==> src/rtl/kcpsm3_pc_sequencer.sv <==
// KCPSM3 program-flow controller: program counter, circular call/return stack,
// interrupt enable and Z/C shadow flags, advanced once per stepped instruction.
module kcpsm3_pc_sequencer #(
    parameter int unsigned CODE_DEPTH       = 10,
    parameter int unsigned STACK_DEPTH      = 5,
    parameter int unsigned RESET_VECTOR     = 0,
    parameter int unsigned INTERRUPT_VECTOR = 1023
) (
    input  logic                   clk,
    input  logic                   rst,
    input  logic                   step_i,
    input  logic [17:0]            instr_i,
    input  logic                   zero_i,
    input  logic                   carry_i,
    input  logic                   irq_i,
    output logic [CODE_DEPTH-1:0]  pc_o,
    output logic                   ie_o,
    output logic                   int_ack_o,
    output logic                   flag_restore_o,
    output logic                   zero_restore_o,
    output logic                   carry_restore_o,
    output logic [STACK_DEPTH:0]   depth_o,
    output logic                   stack_ovf_o,
    output logic                   stack_unf_o,
    output logic                   illegal_op_o
);

    localparam int unsigned ENTRIES = 1 << STACK_DEPTH;
    localparam logic [STACK_DEPTH:0]  DEPTH_FULL = (STACK_DEPTH + 1)'(ENTRIES);
    localparam logic [CODE_DEPTH-1:0] PC_RESET   = CODE_DEPTH'(RESET_VECTOR);
    localparam logic [CODE_DEPTH-1:0] PC_IRQ     = CODE_DEPTH'(INTERRUPT_VECTOR);

    typedef enum logic [4:0] {
        OP_RETURN    = 5'h15,
        OP_CALL      = 5'h18,
        OP_JUMP      = 5'h1A,
        OP_RETURNI   = 5'h1C,
        OP_INTERRUPT = 5'h1E
    } flow_op_e;

    typedef enum logic [1:0] {
        FL_Z  = 2'b00,
        FL_NZ = 2'b01,
        FL_C  = 2'b10,
        FL_NC = 2'b11
    } cond_e;

    logic [4:0]            op;
    logic                  cond_sel;
    logic [1:0]            cond_flags;
    logic [CODE_DEPTH-1:0] code_addr;
    logic                  taken;

    logic [CODE_DEPTH-1:0]  pc_q, pc_d, pc_inc;
    logic                   ie_q, ie_d;
    logic                   shz_q, shz_d, shc_q, shc_d;
    logic                   ack_q, ack_d;
    logic                   fr_q, fr_d;
    logic                   ill_q, ill_d;
    logic [STACK_DEPTH-1:0] sp_q, sp_d, sp_m1;
    logic [STACK_DEPTH:0]   depth_q, depth_d;
    logic                   ovf_q, ovf_d, unf_q, unf_d;

    logic                   push, pop;
    logic [CODE_DEPTH-1:0]  push_data, pop_data;
    logic [CODE_DEPTH-1:0]  stack_mem [ENTRIES];

    assign op         = instr_i[17:13];
    assign cond_sel   = instr_i[12];
    assign cond_flags = instr_i[11:10];
    assign code_addr  = instr_i[CODE_DEPTH-1:0];
    assign pc_inc     = pc_q + CODE_DEPTH'(1);
    assign sp_m1      = sp_q - STACK_DEPTH'(1);
    assign pop_data   = stack_mem[sp_m1];

    always_comb begin
        taken = 1'b1;
        if (cond_sel) begin
            unique case (cond_flags)
                FL_Z:    taken = zero_i;
                FL_NZ:   taken = !zero_i;
                FL_C:    taken = carry_i;
                FL_NC:   taken = !carry_i;
                default: taken = 1'b1;
            endcase
        end
    end

    always_comb begin
        pc_d      = pc_q;
        ie_d      = ie_q;
        shz_d     = shz_q;
        shc_d     = shc_q;
        ack_d     = 1'b0;
        fr_d      = 1'b0;
        ill_d     = 1'b0;
        push      = 1'b0;
        pop       = 1'b0;
        push_data = pc_inc;
        if (step_i) begin
            if (irq_i && ie_q) begin
                // The pre-empted instruction is re-fetched on return, so push pc_q itself.
                push      = 1'b1;
                push_data = pc_q;
                pc_d      = PC_IRQ;
                ie_d      = 1'b0;
                shz_d     = zero_i;
                shc_d     = carry_i;
                ack_d     = 1'b1;
            end else begin
                pc_d = pc_inc;
                case (op)
                    OP_JUMP: begin
                        if (taken) pc_d = code_addr;
                    end
                    OP_CALL: begin
                        if (taken) begin
                            push = 1'b1;
                            pc_d = code_addr;
                        end
                    end
                    OP_RETURN: begin
                        if (taken) begin
                            pop  = 1'b1;
                            pc_d = pop_data;
                        end
                    end
                    OP_RETURNI: begin
                        pop  = 1'b1;
                        pc_d = pop_data;
                        ie_d = instr_i[0];
                        fr_d = 1'b1;
                    end
                    OP_INTERRUPT: ie_d = instr_i[0];
                    5'h01, 5'h04, 5'h08, 5'h0B, 5'h11, 5'h12,
                    5'h13, 5'h14, 5'h19, 5'h1B, 5'h1D, 5'h1F: ill_d = 1'b1;
                    default: ;
                endcase
            end
        end
    end

    // Depth saturates at both ends while sp keeps wrapping, so a full stack
    // overwrites its oldest entry and an empty pop returns stale data.
    always_comb begin
        sp_d    = sp_q;
        depth_d = depth_q;
        ovf_d   = ovf_q;
        unf_d   = unf_q;
        if (push) begin
            sp_d = sp_q + STACK_DEPTH'(1);
            if (depth_q == DEPTH_FULL) ovf_d = 1'b1;
            else                       depth_d = depth_q + (STACK_DEPTH + 1)'(1);
        end else if (pop) begin
            sp_d = sp_m1;
            if (depth_q == '0) unf_d = 1'b1;
            else               depth_d = depth_q - (STACK_DEPTH + 1)'(1);
        end
    end

    always_ff @(posedge clk) begin
        if (rst) begin
            pc_q    <= PC_RESET;
            ie_q    <= 1'b0;
            shz_q   <= 1'b0;
            shc_q   <= 1'b0;
            ack_q   <= 1'b0;
            fr_q    <= 1'b0;
            ill_q   <= 1'b0;
            sp_q    <= '0;
            depth_q <= '0;
            ovf_q   <= 1'b0;
            unf_q   <= 1'b0;
        end else begin
            pc_q    <= pc_d;
            ie_q    <= ie_d;
            shz_q   <= shz_d;
            shc_q   <= shc_d;
            ack_q   <= ack_d;
            fr_q    <= fr_d;
            ill_q   <= ill_d;
            sp_q    <= sp_d;
            depth_q <= depth_d;
            ovf_q   <= ovf_d;
            unf_q   <= unf_d;
        end
    end

    always_ff @(posedge clk) begin
        if (push && !rst) stack_mem[sp_q] <= push_data;
    end

    assign pc_o            = pc_q;
    assign ie_o            = ie_q;
    assign int_ack_o       = ack_q;
    assign flag_restore_o  = fr_q;
    assign zero_restore_o  = shz_q;
    assign carry_restore_o = shc_q;
    assign depth_o         = depth_q;
    assign stack_ovf_o     = ovf_q;
    assign stack_unf_o     = unf_q;
    assign illegal_op_o    = ill_q;

endmodule
==> config.mk <==
export PLATFORM = sky130hd
export DESIGN_NAME = kcpsm3_pc_sequencer
export DESIGN_NICKNAME = d
export VERILOG_FILES = /design/src/rtl/kcpsm3_pc_sequencer.sv
export SDC_FILE = /design/constraint.sdc
export NUM_CORES = 1
export LEC_CHECK = 0
export ABC_AREA = 1
export BUFFER_PORTS_ARGS = -buffer_cell sky130_fd_sc_hd__buf_2
export CORE_MARGIN = 2
export CORE_UTILIZATION = 25
export DETAILED_ROUTE_END_ITERATION = 6
export SYNTH_ARGS = -nofsm -noshare
export SYNTH_HDL_FRONTEND = slang
export SYNTH_SLANG_ARGS = --single-unit
==> constraint.sdc <==
create_clock -name clk -period 6.1 [get_ports clk]
set_input_delay 1.22 -clock clk [delete_from_list [all_inputs] [get_ports clk]]
set_output_delay 1.22 -clock clk [all_outputs]
set_load 0.02 [all_outputs]
---- Word level (Yosys, flattened, before mapping) ----
Memory sizes are Yosys's and may differ from the RTL's.
Cells that the tools add are included.
storage, ports and cells
  bits in registers ....................... 29
  latch bits .............................. 0
  RAM bits ................................ 320
  memory bits (read-only) ................. 0
  input port bits ......................... 24
  output and inout port bits .............. 24
  logic and storage cells ................. 89
  memories ................................ 1
memory list
  memory     depth  bits a word  rd ports  clocked after memory_dff  write ports  RTL line  RTL
  stack_mem  32     10           1         0                         1            66        logic [CODE_DEPTH-1:0] stack_mem [ENTRIES];
cells by class
  add/sub/neg operators ................... 5
  multipliers ............................. 0
  div/mod/pow operators ................... 0
  order comparisons ....................... 0
  equal/unequal tests ..................... 23
  shifts and indexed selects .............. 0
  mux-type cells .......................... 28
  bitwise gates (word level) .............. 2
  reduce and logical (&&, ||, !) cells .... 19
operator list
  cell                                                                    count
  5-bit equality test (second input constant)                             13
  10-bit two-way mux                                                      5
  10-bit case mux with 3 select lines                                     1
  6-bit two-way mux                                                       4
  1-bit two-way mux                                                       14
  12-bit OR reduction                                                     1
  10-bit by 1-bit adder with 10-bit output (second input constant)        1
  5-bit by 4-bit equality test with 1-bit output (second input constant)  2
  5-bit two-way mux                                                       2
  6-bit by 1-bit adder with 6-bit output (second input constant)          1
  6-bit equality test (second input constant)                             1
  6-bit logical NOT                                                       1
  2-bit AND reduction                                                     3
  3-bit AND reduction                                                     2
  2-bit OR reduction                                                      3
  6-bit by 1-bit subtractor with 6-bit output (second input constant)     1
  5-bit by 1-bit adder with 5-bit output (second input constant)          1
  5-bit by 1-bit equality test with 1-bit output (second input constant)  1
  5-bit by 3-bit equality test with 1-bit output (second input constant)  1
  5-bit by 1-bit subtractor with 5-bit output (second input constant)     1
  2-bit equality test (second input constant)                             2
  2-bit inequality test (second input constant)                           2
  1-bit case mux with 4 select lines                                      1
  2-bit nonzero test                                                      2
  7 further kinds                                                         11

---- Longest topological paths before layout ----
  depth after elaboration ................. 10
  mapped depth ............................ 16
  gate-level depth less buffers ........... 16

---- Worst setup path before layout ----
Ideal clock, no wire load.
  kind .................................... input port to flip-flop
  from .................................... input irq_i
  to ...................................... memory stack_mem[0][1] (data pin)
  setup time .............................. 0.454 ns
  arrival ................................. 3.095 ns
  required time ........................... 5.646 ns
  path slack .............................. 2.551 ns
  cell stages on the path ................. 5
  path buffers ............................ 1
  cells stage by stage .................... nand2_1 nor2_2 inv_2 clkbuf_1 o21ai_0
on the way
  longest elaborated chain between the ends .. 3
RTL lines
  item                RTL line  RTL
  start: declaration  15        input logic irq_i,
  1-bit logical AND   101       if (irq_i && ie_q) begin
  10-bit two-way mux  101
  10-bit two-way mux  100       if (step_i) begin
  via push_data[1]    65        logic [CODE_DEPTH-1:0] push_data, pop_data;
  end: declaration    66
The timed path passes the listed nets, and every way through them passes these cells.

---- Worst setup path after layout ----
  from .................................... input step_i
  to ...................................... memory stack_mem[7][0], enable pin
on the way
  longest elaborated chain between the ends .. 4
RTL lines
  item                                     RTL line  RTL
  start: declaration                       11        input logic step_i,
  1-bit two-way mux                        100
  1-bit logical AND                        190       if (push && !rst) stack_mem[sp_q] <= push_data;
  1-bit two-way mux                        190
  1-bit two-way mux (implied by the code)  190
Every way passes these cells.

==> results.yml <==
run_status:
  outcome: "finished clean"
floorplan:
  fp-row-count: 90
  dieArea_um2: 62500
  io_pins: 48
  die_y_um: 250
  coreArea_um2: 60100
  die_w_um: 250
  start_util_pct: 25.2
sta:
  setup-tns-final_ps: 0
  worst_pin_slew_ps: 1140
  fmax_ghz: 0.266
  drv_slew: 0
  hold_violations: 0
  fin_crit_ps: 3760
  final.setup_skew_ps: 14.1
  fin_ws_ps: 2340
  finalSetupViolations: 0
  rsz0062_at_grt: "false"
  max-slew-margin-rel_pct: 23.3
  period_share_pct: 61.6
clock_tree:
  clockBufferDepth: 3
  cts_sinks: 349
  root_buffer: "clkbuf_16"
  cts_tree: "built"
  cts.htree.levels: 2
  postCtsHoldBufs: 0
  numCtsBuffers: 34
  clock_latency_ps: 530
  cts_resized: 0
  cts_setup_buffers: 0
  clkTransAtPathRegs_ps: 60
place:
  hpwl_um: 23800
  place_congestion: 0.856
  dp.cells: 2187
  place_ws_ps: 1790
  io_buffers: 47
layout:
  multi_input_area_um2: 4400
  layout.cells.non_filler: 2249
  antennaDiodeCount: 0
  fillers: 6197
  syn2layout_area_growth_pct: 14.5
  register_area_um2: 10200
  nets: 1476
  final_util_pct: 28.8
  layout-drive-gt1-share_pct: 11.0
routing:
  ant_nets: 0
  post-route-drc-count: 0
  drt_iter0_markers: 1024
  vias: 10500
  routed_wl_um: 39100
  wire_per_inst_um: 17.4
  viasPerCell: 4.69
  dr.pass1.iters: 5
critical_path:
  cp_common_cell: "inv_2"
  cp_slowest_cell: "nor2_1"
  required_ps: 6250
  crit_family: "simple AND/OR/NAND/NOR gates"
  reg2reg_depth: 5
  cpPeakStageDelay_ps: 750
  worstPathArrival_ps: 3910
  path_max_fanout: 16
  critPathLaunchType: "input port"
  worst-path-buf-inv: 4
  crit_type: "in -> reg"
  path_cells: "buf_2 > inv_2 > nor2_2 > inv_2 > nand2_4 > inv_4 > nor2_8 > nand2_2 > nor2_1"
  path_depth: 9
  cp-end-kind: "flop"
worst_hold_path:
  hold_path_depth: 2
  hold_class: "reg -> reg"
grt:
  grt_max_degree: 92
  grt_pass1_vias: 10200
  grt_overflow: 0
  antenna_found_initial: 0
  track_usage_pct: 12.3
  grt_pass1_wl_um: 59500
pwr:
  power_uw: 5320
  p_leak_uw: 0.00621
  vdd.ir_drop.worst_mv: 0.157
  power_density_nw_per_um2: 307
synthesis:
  synth_cell_types: 39
  synth_seq_cells: 349
  syn_nets: 1453
  syn_inst: 1418
  synthesis.area_um2: 15100
  synth.avg_cell_area_um2: 10.7
  ys_seq_area_share_pct: 67.3
  ys_warn_count: 0
job:
  max-cap-violations: 0
[cell usage in the layout (no fill, tap or decap), types with 2 or more instances in the layout]
master / n
nand2_2: 8
edfxtp_1: 320
o211ai_1: 7
a21oi_1: 41
o211ai_2: 2
nor2_2: 4
inv_1: 39
o21ai_0: 81
clkinv_1: 4
clkbuf_1: 6
buf_2: 47
nand2_1: 337
clkinv_2: 6
inv_4: 2
nand3_1: 216
buf_4: 16
clkbuf_16: 37
ha_1: 9
clkinvlp_4: 2
o21ai_1: 4
nor2_1: 185
bufinv_16: 7
dfxtp_1: 28
nand3_2: 3
inv_2: 6
o21ai_2: 10
xor2_1: 12
a31oi_1: 4
nor3_1: 8
[final timing paths]
kind	start	end	slack [ps]
worst min register to register	stack_ovf_o	stack_ovf_o	450
worst max-delay path	step_i	stack_mem[7][0]	2340
worst min-delay path	stack_ovf_o	stack_ovf_o	450
worst max register to register	sp_q[0]	stack_mem[15][0]	2440
[report_power, final]
group          switching [uW]  internal (uW)  leakage, uW
Sequential               10.3           2640      0.00315
Combinational             294           93.3      0.00246
Clock                     879           1400     0.000595
[synth_stat cells (all sizes together)]
cell type / n / area [um2]
nor4: 1 / 6.26
nand4: 1 / 6.26
nor2: 191 / 751
o21a: 1 / 7.51
dfxtp: 29 / 581
fa: 1 / 20.0
a21o: 1 / 7.51
o211ai: 9 / 77.6
o22ai: 1 / 6.26
clkbuf: 20 / 75.1
nor3: 8 / 40.0
nand2: 346 / 1330
nand3: 220 / 1130
buf: 56 / 330
xnor2: 1 / 27.5
or2: 1 / 6.26
inv: 48 / 183
ha: 10 / 125
o21ai: 95 / 479
edfxtp: 320 / 9610
xor2: 12 / 105
a21oi: 42 / 214
a31oi: 4 / 25.0
[routing by layer]
| metal | GRT usage [%] | wire length, um | part of all wire (%) |
|---|---|---|---|
| met3 | 2.18 | 2310 | 5.9 |
| met2 | 20.8 | 18900 | 48 |
| met5 | 0 | 0 | 0 |
| met1 | 15.4 | 16300 | 42 |
| met4 | 5.18 | 1550 | 4.0 |
[sequential cells by signal, indices dropped and copies added (netlist names)]
name / flops
stack_mem: 320
pc_o: 10
depth_o: 6
sp_q: 5
carry_restore_o: 1
flag_restore_o: 1
ie_o: 1
illegal_op_o: 1
int_ack_o: 1
stack_ovf_o: 1
stack_unf_o: 1
zero_restore_o: 1
[worst register-to-register path, delay by kind of cell (launching register included)]
family        cells  cell delay (ps)
fa+ha+maj         1              350
simple gates      2             1110
buf+inv           2             1460
flops             1              350
[through the flow]
stage,instance area (um2),hold WS (ps)
after floorplan,15100,526
after global placement,16100,437
after detailed placement,16100,441
after CTS,17300,450
after global routing,17300,470
final,17300,445
[cells by family after synthesis]
| family | Yosys count | synth area share [%] |
|---|---|---|
| and+or+nand+nor | 768 | 21.6 |
| buffers and inverters | 124 | 3.88 |
| adders and majority gates | 11 | 0.959 |
| xor gates and xnor gates | 13 | 0.876 |
| DFF | 349 | 67.3 |
| AOI/OAI and AO/OA | 153 | 5.40 |
[layout make-up]
type	instances	area share [%]
repair buffers	63	2.05
inverters	48	1.07
flip-flops and latches	349	58.8
well taps	782	5.64
multi-input cells	945	25.4
clock inverters	19	1.59
clock buffers	43	5.47
No activity file was read; power rests on OpenSTA's default activity.
